### config.mk
export PLATFORM = sky130hd
export DESIGN_NAME = fetch_unit
export DESIGN_NICKNAME = d
export VERILOG_FILES = /design/src/rtl/fetch_unit.sv
export SDC_FILE = /design/constraint.sdc
export NUM_CORES = 1
export LEC_CHECK = 0
export ABC_CLOCK_PERIOD_IN_PS = 16100
export BUFFER_PORTS_ARGS = -buffer_cell sky130_fd_sc_hd__buf_2
export CELL_PAD_IN_SITES_DETAIL_PLACEMENT = 2
export CELL_PAD_IN_SITES_GLOBAL_PLACEMENT = 2
export CORE_ASPECT_RATIO = 0.6
export CORE_MARGIN = 2
export CORE_UTILIZATION = 41
export CTS_CLUSTER_DIAMETER = 80
export DETAILED_ROUTE_END_ITERATION = 10
export GPL_ROUTABILITY_DRIVEN = 0
export GPL_TIMING_DRIVEN = 0
export PLACE_DENSITY = 0.86
export SETUP_SLACK_MARGIN = 0.5
export SYNTH_ARGS = -nofsm -noshare
export SYNTH_HDL_FRONTEND = slang
export SYNTH_SLANG_ARGS = --single-unit
### constraint.sdc
create_clock -name clk -period 16.1 [get_ports clk]
set_input_delay 3.22 -clock clk [delete_from_list [all_inputs] [get_ports clk]]
set_output_delay 3.22 -clock clk [all_outputs]
set_load 0.05 [all_outputs]
### src/rtl/fetch_unit.sv
// Instruction-fetch stage: owns the PC, pairs in-order imem responses with their
// PCs and queues them for decode; redirects flush the queue and drop stale responses.
module fetch_unit #(
    parameter int unsigned     XLEN      = 32,
    parameter logic [XLEN-1:0] RESET_PC  = '0,
    parameter int unsigned     BUF_DEPTH = 2
) (
    input  logic            clk,
    input  logic            rst,
    output logic            imem_req_valid,
    input  logic            imem_req_ready,
    output logic [XLEN-1:0] imem_req_addr,
    input  logic            imem_rsp_valid,
    input  logic [31:0]     imem_rsp_data,
    input  logic            redirect_valid,
    input  logic [XLEN-1:0] redirect_pc,
    output logic            if_valid,
    input  logic            if_ready,
    output logic [XLEN-1:0] if_pc,
    output logic [31:0]     if_instr,
    output logic            if_misaligned
);

    localparam int PW = $clog2(BUF_DEPTH);
    localparam int CW = PW + 1;
    localparam logic [31:0] NOP = 32'h0000_0013;

    typedef struct packed {
        logic [XLEN-1:0] pc;
        logic [31:0]     instr;
        logic            mis;
    } entry_t;

    logic [XLEN-1:0] pc;
    logic            stalled;

    logic [XLEN-1:0] pcf_mem [BUF_DEPTH];
    logic [PW-1:0]   pcf_wr;
    logic [PW-1:0]   pcf_rd;
    logic [CW-1:0]   inflight;
    logic [CW-1:0]   drop_cnt;

    entry_t          q_mem [BUF_DEPTH];
    logic [PW-1:0]   q_wr;
    logic [PW-1:0]   q_rd;
    logic [CW-1:0]   q_cnt;

    logic            pc_mis;
    logic            pop;
    logic [CW-1:0]   occ;
    logic            credit;
    logic            issue;
    logic            rsp_ok;
    logic            rsp_keep;
    logic            mis_push;
    logic            push;
    entry_t          push_entry;
    entry_t          head;

    assign pc_mis = |pc[1:0];
    assign pop    = (q_cnt != '0) && if_ready && !redirect_valid;

    // Counting the entry leaving to decode this cycle keeps one fetch per
    // cycle at unit latency; the grant still only drops on acceptance.
    assign occ    = inflight + q_cnt - CW'(pop);
    assign credit = occ < CW'(BUF_DEPTH);

    assign imem_req_valid = !rst && !redirect_valid && !pc_mis && credit;
    assign imem_req_addr  = pc;
    assign issue          = imem_req_valid && imem_req_ready;

    assign rsp_ok   = imem_rsp_valid && (inflight != '0);
    assign rsp_keep = rsp_ok && (drop_cnt == '0) && !redirect_valid;

    // A misaligned PC bypasses imem once older fetches have drained.
    assign mis_push = !redirect_valid && pc_mis && !stalled
                      && (inflight == '0) && credit;
    assign push     = rsp_keep || mis_push;

    always_comb begin
        push_entry = '0;
        if (rsp_keep) begin
            push_entry.pc    = pcf_mem[pcf_rd];
            push_entry.instr = imem_rsp_data;
            push_entry.mis   = 1'b0;
        end else begin
            push_entry.pc    = pc;
            push_entry.instr = NOP;
            push_entry.mis   = 1'b1;
        end
    end

    always_ff @(posedge clk or posedge rst) begin
        if (rst) begin
            pc       <= RESET_PC;
            stalled  <= 1'b0;
            pcf_wr   <= '0;
            pcf_rd   <= '0;
            inflight <= '0;
            drop_cnt <= '0;
            q_wr     <= '0;
            q_rd     <= '0;
            q_cnt    <= '0;
        end else begin
            if (issue)
                pcf_wr <= pcf_wr + PW'(1);
            if (rsp_ok)
                pcf_rd <= pcf_rd + PW'(1);
            inflight <= inflight + CW'(issue) - CW'(rsp_ok);

            if (redirect_valid)
                drop_cnt <= inflight - CW'(rsp_ok);
            else if (rsp_ok && (drop_cnt != '0))
                drop_cnt <= drop_cnt - CW'(1);

            if (redirect_valid)
                pc <= redirect_pc;
            else if (issue)
                pc <= pc + XLEN'(4);

            if (redirect_valid)
                stalled <= 1'b0;
            else if (mis_push)
                stalled <= 1'b1;

            if (redirect_valid) begin
                q_rd  <= q_wr;
                q_cnt <= '0;
            end else begin
                if (push)
                    q_wr <= q_wr + PW'(1);
                if (pop)
                    q_rd <= q_rd + PW'(1);
                q_cnt <= q_cnt + CW'(push) - CW'(pop);
            end
        end
    end

    always_ff @(posedge clk) begin
        if (issue)
            pcf_mem[pcf_wr] <= pc;
        if (push)
            q_mem[q_wr] <= push_entry;
    end

    assign head          = q_mem[q_rd];
    assign if_valid      = q_cnt != '0;
    assign if_pc         = if_valid ? head.pc : '0;
    assign if_instr      = if_valid ? head.instr : '0;
    assign if_misaligned = if_valid && head.mis;

`ifndef SYNTHESIS
    rsp_has_request: assert property (
        @(posedge clk) disable iff (rst)
        imem_rsp_valid |-> (inflight != '0)
    );
`endif

endmodule

==> impl_metrics.toml, run 1 <==
[placement]
pre_cts_ws_ns = 6.07
place_inst = 1261
dp_hpwl_mm = 23.1
port_buffers = 167

[route]
wire_per_inst_um = 25.7
via_per_inst = 5.54
drc = 0
drt_iter0_drc = 565
num_vias = 7230
final_antenna_net_count = 0
wl_mm = 33.6
dr.pass1.iters = 5

[clock_tree]
cts.htree.levels = 1
path_clk_slew_ns = 0.06
cts_hold_buf = 0
insertion_delay_ns = 0.53
cts_buffer_depth = 3
clockRootBuffer = "clkbuf_16"
cts_tree = "done"
numCtsBuffers = 24
cts-resized-gates = 0
postCtsSetupBuffers = 0
cts_sinks = 237

[power]
internal_power_mw = 1.27
netSwitchingFraction = 0.407
power.switching_uw = 871
leakagePower_nw = 4.86
p_per_area_nw_per_um2 = 173
peakVddDrop_mv = 0.0757
clkPwrFrac = 0.256
seqPwrFrac = 0.373
p_comb_frac = 0.371

[finish]
final_common_cell = "edfxtp_1"
areaGrowthSynthToFinish_pct = 20.9
n_antenna_cell = 0
fin_nets = 1043
layout_common_cells = "194 x edfxtp_1, 170 x buf_2, 110 x nor2_1, 98 x mux2i_1, 44 x nand2_1"
instances_no_fill = 1305
postLayoutCoreUtil = 0.507
drive_gt1_frac = 0.231

[outcome]
outcome = "finished, final reports clean"

[floorplanning]
die_h_um = 126
io_pins = 169
dieArea_um2 = 26200
initial_core_util = 0.420
row_count = 44
die_x_um = 208
core_area_um2 = 24300

[grt]
overflow = 0
grt_pass1_wl_mm = 50.7
grt_max_degree = 46
grt_pass1_vias = 7976
antenna_found_initial = 0
globalRouteTotalUtil = 0.255

[yosys]
yosysWarnings = 0
ys_ff_latch = 237
avgSynthCellArea_um2 = 13.3
synth_top_cell_by_area = "edfxtp_1"
yosysSeqAreaShare = 0.676
synth.net_count = 845
syn_inst = 767
synthDominantCellAreaShare = 0.570
synth_area_um2 = 10200
synth.distinct_cells = 49
synth.area.top_cells = "edfxtp_1 57%, dfrtp_1 11%, mux2i_1 9.6%"

[critical_path]
crit_type = "primary input to output pin"
crit_path_end_kind = "output pin"
r2r_cells = 13
critical_path_required_ns = 12.88
worst_setup_path_start_kind = "primary input"
crit_fanout = 10
crit_arrival_ns = 6.83

[flow_run]
maxCapViolCount = 0

[timing]
setup_viol = 0
finalWorstSetupSlack_ns = 6.05
maxSlewViolCount = 0
fin_skew_ns = 0.0152
min_period_ns = 10.05
rsz0062_at_grt = "no"
setup-tns-final_ns = 0
timing.fmax_mhz = 99.5
min_period_over_period = 0.624
worst_slew_pin_slew_ns = 0.956
relSlewSlack = 0.362
hold_violations = 0

[worst_hold_path]
whs_path_depth = 0
hp-class = "register to register"
==> per-stage QoR <==
step | power [mW] | cell area (µm²) | hold slack [ns]
2_1_floorplan | 1.36 | 10200 | 0.459
3_3_place_gp | 1.55 | 11500 | 0.475
3_5_place_dp | 1.60 | 11600 | 0.521
4_1_cts | 2.16 | 12300 | 0.532
5_1_grt | 2.22 | 12300 | 0.567
6_report | 2.14 | 12300 | 0.531
==> final timing paths <==
kind / start / slack, ns / to
worst max-delay path: redirect_valid / 6.05 / imem_req_valid
worst min-delay path: imem_req_addr[21] / 0.53 / pcf_mem[0][21]
worst max register to register: q_cnt[1] / 11.74 / q_mem[0][60]
worst min register to register: imem_req_addr[21] / 0.53 / pcf_mem[0][21]
max in group asynchronous: rst / 12.92 / imem_req_addr[4]
min in group asynchronous: rst / 2.67 / imem_req_addr[18]
==> sequential cells by signal, indices dropped and copies added (netlist names) <==
| register | cells |
|---|---|
| pcf_rd | 1 |
| q_mem | 130 |
| pcf_mem | 64 |
| drop_cnt | 2 |
| q_wr | 1 |
| imem_req_addr | 32 |
| q_rd | 1 |
| q_cnt | 2 |
| inflight | 2 |
| pcf_wr | 1 |
| stalled | 1 |
==> Yosys cell counts, drive strengths merged <==
| library cell | n |
|---|---|
| a211o | 1 |
| a21oi | 36 |
| a2bb2oi | 1 |
| a311o | 1 |
| a311oi | 1 |
| a31oi | 1 |
| and2 | 33 |
| and2b | 1 |
| and3 | 4 |
| and4 | 5 |
| buf | 14 |
| clkbuf | 31 |
| dfrtp | 43 |
| edfxtp | 194 |
| ha | 8 |
| inv | 17 |
| mux2 | 2 |
| mux2i | 98 |
| nand2 | 44 |
| nand2b | 3 |
| nand3 | 15 |
| nand3b | 1 |
| nand4 | 4 |
| nor2 | 111 |
| nor2b | 2 |
| nor3 | 9 |
| nor3b | 1 |
| nor4 | 8 |
| nor4b | 1 |
| o211ai | 1 |
| o21ai | 21 |
| o311a | 2 |
| o311ai | 15 |
| o31ai | 1 |
| or2 | 4 |
| or3 | 2 |
| or4 | 4 |
| xnor2 | 23 |
| xnor3 | 1 |
| xor2 | 3 |
==> critical path, stage by stage <==
cell and delay (ns):
clkbuf_1 0.39, buf_1 0.61, clkbuf_1 0.53, nor2_1 0.18
ha_1 0.31, and2b_1 0.19, xnor3_1 0.37, buf_6 0.18
clkbuf_1 0.24, nor3b_1 0.29, buf_2 0.31
==> power groups by stage <==
stage	combinational, mW	sequential, mW	clock, mW
6_report	0.793	0.800	0.548
5_1_grt	0.845	0.805	0.574
3_3_place_gp	0.747	0.807	0
4_1_cts	0.801	0.800	0.556
2_1_floorplan	0.543	0.819	0
3_5_place_dp	0.791	0.810	0
==> per-layer routing <==
metal	share of wire	vias up	GRT usage
met3	0.053	42	0.0344
li1	-	3190	-
met5	0	-	0
met1	0.44	3735	0.350
met2	0.49	263	0.436
met4	0.019	0	0.0592
==> area by class of cell <==
class,count,area [µm²]
fillers,2372,12000
flip-flops and latches,237,6900
multi-input cells,468,3080
repair buffers,172,951
clock buffers,36,706
well taps,322,403
plain buffers,45,191
inverters,17,63.8
clock inverters,8,52.6
==> kinds of logic (layout without fill, tap and decap cells) <==
family,count (synthesis),count (layout),share of synthesized area
multiplexers,100,100,0.0982
AO/OA/AOI/OAI,81,81,0.0484
buffers and inverters,62,278,0.0250
AND/OR/NAND/NOR,252,252,0.118
XOR/XNOR,27,27,0.0245
adder cells (fa/ha/maj),8,8,0.00980
flip-flops,237,237,0.676
No activity file was read; power rests on OpenSTA's default activity.
==> run 2, diff against run 1 <==
--- a/config.mk
+++ b/config.mk
@@ -5,18 +5,18 @@
 export SDC_FILE = /design/constraint.sdc
 export NUM_CORES = 1
 export LEC_CHECK = 0
-export ABC_CLOCK_PERIOD_IN_PS = 16100
+export ABC_CLOCK_PERIOD_IN_PS = 8500
 export BUFFER_PORTS_ARGS = -buffer_cell sky130_fd_sc_hd__buf_2
 export CELL_PAD_IN_SITES_DETAIL_PLACEMENT = 2
 export CELL_PAD_IN_SITES_GLOBAL_PLACEMENT = 2
 export CORE_ASPECT_RATIO = 0.6
 export CORE_MARGIN = 2
-export CORE_UTILIZATION = 41
+export CORE_UTILIZATION = 35
 export CTS_CLUSTER_DIAMETER = 80
 export DETAILED_ROUTE_END_ITERATION = 10
 export GPL_ROUTABILITY_DRIVEN = 0
 export GPL_TIMING_DRIVEN = 0
-export PLACE_DENSITY = 0.86
+export PLACE_DENSITY = 0.78
 export SETUP_SLACK_MARGIN = 0.5
 export SYNTH_ARGS = -nofsm -noshare
 export SYNTH_HDL_FRONTEND = slang
==> constraint.sdc (replaced) <==
create_clock -name clk -period 8.5 [get_ports clk]
set_input_delay 1.7 -clock clk [delete_from_list [all_inputs] [get_ports clk]]
set_output_delay 1.7 -clock clk [all_outputs]
set_load 0.05 [all_outputs]
==> impl_metrics.toml, run 2 (synthesis gave the netlist of run 1 again) <==
[placement]
port_buffers = 167
dp_hpwl_mm = 21.7
dpl-instance-area_um2 = 11600
place_inst = 1314

[grt]
grt_max_degree = 39
busiest_layer = "met2"
antenna_found_initial = 0
grt_pass1_vias = 7454
grtUsageMet3 = 0.0309
grt_pass1_wl_mm = 45.8
grt_use_met1 = 0.292
grtUsageMet2 = 0.326
overflow = 0
globalRouteTotalUtil = 0.202

[route]
wl_mm = 30.6
final_antenna_net_count = 0
num_vias = 6971
wire_per_inst_um = 22.6
drt_iter0_drc = 389
drc = 0
via_per_inst = 5.13
dr.pass1.iters = 5

[floorplanning]
initial_core_util = 0.356
io_pins = 169
row_count = 48
dieArea_um2 = 30600
core_area_um2 = 28700
die_x_um = 225
die_h_um = 136

[power]
p_comb_frac = 0.369
power.switching_mw = 1.60
clkPwrFrac = 0.252
leakagePower_nw = 4.83
p_per_area_nw_per_um2 = 322
internal_power_mw = 2.38
total_power_mw = 3.98
seqPwrFrac = 0.379
peakVddDrop_mv = 0.136
netSwitchingFraction = 0.401

[clock_tree]
path_clk_slew_ns = 0.07
cts_sinks = 237
cts.htree.levels = 1
cts-resized-gates = 0
cts_tree = "done"
cts_hold_buf = 0
clockRootBuffer = "clkbuf_16"
postCtsSetupBuffers = 0
cts_buffer_depth = 3
insertion_delay_ns = 0.53
numCtsBuffers = 25

[timing]
worst_slew_pin_slew_ns = 0.965
maxSlewViolCount = 0
fin_skew_ns = 0.0140
relSlewSlack = 0.357
min_period_ns = 6.92
setup_viol = 0
timing.fmax_mhz = 145
rsz0062_at_grt = "no"
min_period_over_period = 0.814
whs_ns = 0.523
setup-tns-final_ns = 0
hold_violations = 0

[finish]
fillCellCount = 2928
layout_common_cells = "194 x edfxtp_1, 170 x buf_2, 110 x nor2_1, 98 x mux2i_1, 44 x nand2_1"
areaGrowthSynthToFinish_pct = 21.0
instances_no_fill = 1358
largest_reg_flops = 130
largest_register = "q_mem"
final_common_cell = "edfxtp_1"
drive_gt1_frac = 0.224
finalInstanceArea_um2 = 12400
fin_nets = 1044

[critical_path]
crit_arrival_ns = 5.22
critical_path_required_ns = 6.80
worst_setup_path_start_kind = "primary input"
crit_fanout = 10
crit_path_end_kind = "output pin"
crit_type = "primary input to output pin"

[worst_hold_path]
hp-class = "register to register"

[outcome]
outcome = "finished, final reports clean"

[flow_run]
maxCapViolCount = 0
[run 2: area by class of cell]
class                   instances  area, µm²  area share
flip-flops and latches        237       6900       0.558
multi-input cells             468       3080       0.249
repair buffers                172        936      0.0757
clock buffers                  35        684      0.0554
well taps                     375        469      0.0380
plain buffers                  45        191      0.0155
inverters                      17       63.8     0.00516
clock inverters                 8       38.8     0.00314
diodes                          1       2.50    0.000202
[run 2: per-stage QoR]
step	setup slack, ns	utilization
after floorplan	0.872	-
after global placement	-1.73	0.401
after detailed placement	1.58	0.405
after CTS	1.58	0.431
after global routing	1.33	0.431
final	1.58	0.431
[run 2: critical path, stage by stage]
cell and delay, ns:
clkbuf_1 0.39, buf_1 0.55, clkbuf_1 0.51, nor2_1 0.17, ha_1 0.30, and2b_1 0.18, xnor3_1 0.36, buf_6 0.17
clkbuf_1 0.23, nor3b_1 0.32, buf_2 0.32
[run 2: metal layers]
| metal | up-vias | wire, µm |
|---|---|---|
| met5 | - | 0 |
| met4 | 0 | 405 |
| met3 | 30 | 1290 |
| met2 | 174 | 14200 |
| met1 | 3576 | 14800 |
| li1 | 3191 | - |
[run 2: power by group through the flow]
stage / Combinational (mW) / Clock [mW] / Sequential (mW)
after global placement: 1.43 / 0 / 1.53
after CTS: 1.49 / 1.03 / 1.51
after global routing: 1.58 / 1.08 / 1.52
after detailed placement: 1.48 / 0 / 1.53
final: 1.47 / 1.00 / 1.51
after floorplan: 1.03 / 0 / 1.55
[run 2: worst paths after layout]
kind | from | endpoint | slack, ns | cells past startpoint
worst max-delay path | redirect_valid | imem_req_valid | 1.58 | 11
worst max register to register | q_cnt[1] | q_mem[1][15] | 4.51 | 12
max in group asynchronous | rst | imem_req_addr[25] | 6.89 | 3
min in group asynchronous | rst | imem_req_addr[7] | 1.14 | 2
worst min-delay path | imem_req_addr[21] | pcf_mem[1][21] | 0.52 | 0
worst min register to register | imem_req_addr[21] | pcf_mem[1][21] | 0.52 | 0
==> run 3, diff against run 2 <==
--- a/config.mk
+++ b/config.mk
@@ -5,18 +5,18 @@
 export SDC_FILE = /design/constraint.sdc
 export NUM_CORES = 1
 export LEC_CHECK = 0
-export ABC_CLOCK_PERIOD_IN_PS = 8500
+export ABC_CLOCK_PERIOD_IN_PS = 6900
 export BUFFER_PORTS_ARGS = -buffer_cell sky130_fd_sc_hd__buf_2
 export CELL_PAD_IN_SITES_DETAIL_PLACEMENT = 2
 export CELL_PAD_IN_SITES_GLOBAL_PLACEMENT = 2
 export CORE_ASPECT_RATIO = 0.6
 export CORE_MARGIN = 2
-export CORE_UTILIZATION = 35
+export CORE_UTILIZATION = 38
 export CTS_CLUSTER_DIAMETER = 80
 export DETAILED_ROUTE_END_ITERATION = 10
 export GPL_ROUTABILITY_DRIVEN = 0
 export GPL_TIMING_DRIVEN = 0
-export PLACE_DENSITY = 0.78
+export PLACE_DENSITY = 0.81
 export SETUP_SLACK_MARGIN = 0.5
 export SYNTH_ARGS = -nofsm -noshare
 export SYNTH_HDL_FRONTEND = slang
==> constraint.sdc (replaced) <==
create_clock -name clk -period 6.9 [get_ports clk]
set_input_delay 1.38 -clock clk [delete_from_list [all_inputs] [get_ports clk]]
set_output_delay 1.38 -clock clk [all_outputs]
set_load 0.05 [all_outputs]
==> impl_metrics.toml, run 3 (synthesis gave the netlist of run 1 again) <==
[critical_path]
slowest_stage = "clkbuf_1"
crit_path_end_kind = "output pin"
critical_path_required_ns = 5.52
crit_fanout = 10
path_delay_family = "buffers and inverters"
path_buf_inv = 6
crit_arrival_ns = 4.54
worst_setup_path_start_kind = "primary input"
rrSetupSlack_ns = 2.99
worstPathCellList = "clkbuf_1, buf_2, clkbuf_2, nor2_1, ha_1, and2b_1, xnor3_1, buf_6, clkbuf_1, nor3b_1, buf_2"
cp_slowest_stage_delay_ns = 0.38
crit_type = "primary input to output pin"

[timing]
hold_violations = 0
relSlewSlack = 0.386
min_period_over_period = 0.858
min_period_ns = 5.92
setup_viol = 0
rsz0062_at_grt = "no"
worst_slew_pin_slew_ns = 0.921
setup-tns-final_ns = 0
timing.fmax_mhz = 169
maxSlewViolCount = 0
fin_skew_ns = 0.0124
whs_ns = 0.546

[power]
leakagePower_nw = 4.85
total_power_mw = 4.96
peakVddDrop_mv = 0.148
p_per_area_nw_per_um2 = 400

[floorplanning]
io_pins = 169
die_x_um = 216
core_area_um2 = 26400
row_count = 46
die_h_um = 131
initial_core_util = 0.387
dieArea_um2 = 28200

[placement]
place_inst = 1299
dp_hpwl_mm = 21.8
dpl-instance-area_um2 = 11600
port_buffers = 167

[grt]
globalRouteTotalUtil = 0.219
grt_pass1_vias = 7608
grt_max_degree = 65
antenna_found_initial = 0
overflow = 0
grt_pass1_wl_mm = 46.9

[finish]
final_common_cell = "edfxtp_1"
fillCellCount = 2612
areaGrowthSynthToFinish_pct = 21.2
finalInstanceArea_um2 = 12400
fin_nets = 1044
instances_no_fill = 1344
layout_common_cells = "194 x edfxtp_1, 171 x buf_2, 110 x nor2_1, 98 x mux2i_1, 44 x nand2_1"
n_antenna_cell = 0
drive_gt1_frac = 0.226
largest_reg_flops = 130
largest_register = "q_mem"

[clock_tree]
insertion_delay_ns = 0.53
path_clk_slew_ns = 0.06
numCtsBuffers = 25
cts_sinks = 237
postCtsSetupBuffers = 0
cts_tree = "done"
clockRootBuffer = "clkbuf_16"
cts_buffer_depth = 3
cts.htree.levels = 1

[route]
final_antenna_net_count = 0
via_per_inst = 5.26
drc = 0
wl_mm = 30.8
drt_iter0_drc = 384
num_vias = 7067
wire_per_inst_um = 22.9
dr.pass1.iters = 5

[worst_hold_path]
hp-class = "register to register"

[outcome]
outcome = "finished, final reports clean"

[flow_run]
maxCapViolCount = 0
run 3: power by group:
part / internal [mW] / total, mW / switching [mW]
Clock: 0.727 / 1.28 / 0.551
Combinational: 0.501 / 1.82 / 1.32
Sequential: 1.75 / 1.86 / 0.109
Total: 2.98 / 4.96 / 1.98
run 3: layer usage:
| metal | vias up | GRT usage | wire length [µm] |
|---|---|---|---|
| li1 | 3205 | - | - |
| met1 | 3649 | 0.303 | 14300 |
| met2 | 184 | 0.375 | 14700 |
| met3 | 29 | 0.0352 | 1490 |
| met4 | 0 | 0.0296 | 298 |
| met5 | - | 0 | 0 |
run 3: area by class of cell:
cell class	instances	area [µm²]	area share
Inverter	17	63.8	0.00515
Buffer	45	194	0.0157
Multi-Input combinational cell	468	3080	0.248
Clock buffer	37	691	0.0558
Sequential cell	237	6900	0.557
Timing Repair Buffer	172	943	0.0762
Tap cell	360	450	0.0364
Clock inverter	8	62.6	0.00505
run 3: worst paths after layout:
check	from	end	cells after the start
max	redirect_valid	imem_req_valid	11
min	stalled	stalled	2
max reg2reg	q_cnt[1]	q_mem[0][44]	12
min reg2reg	stalled	stalled	2
max in group asynchronous	rst	imem_req_addr[19]	3
min in group asynchronous	rst	imem_req_addr[5]	2
run 3: worst min-delay path: stages, from the launching register on:
cell and delay (ns):
dfrtp_1 0.38, inv_1 0.07, a21oi_1 0.05
run 3: per-stage QoR:
stage	worst slack, ns	utilization
after CTS	0.696	0.469
after detailed placement	0.491	0.440
after global placement	-1.24	0.435
final	0.982	0.469
after global routing	0.768	0.469
after floorplan	0.828	-
run 3: repair_timing:
item,CTS,global route
pin swaps,0,0
hold buffers,0,0
resized for setup,1,2
setup endpoints to repair,1,1
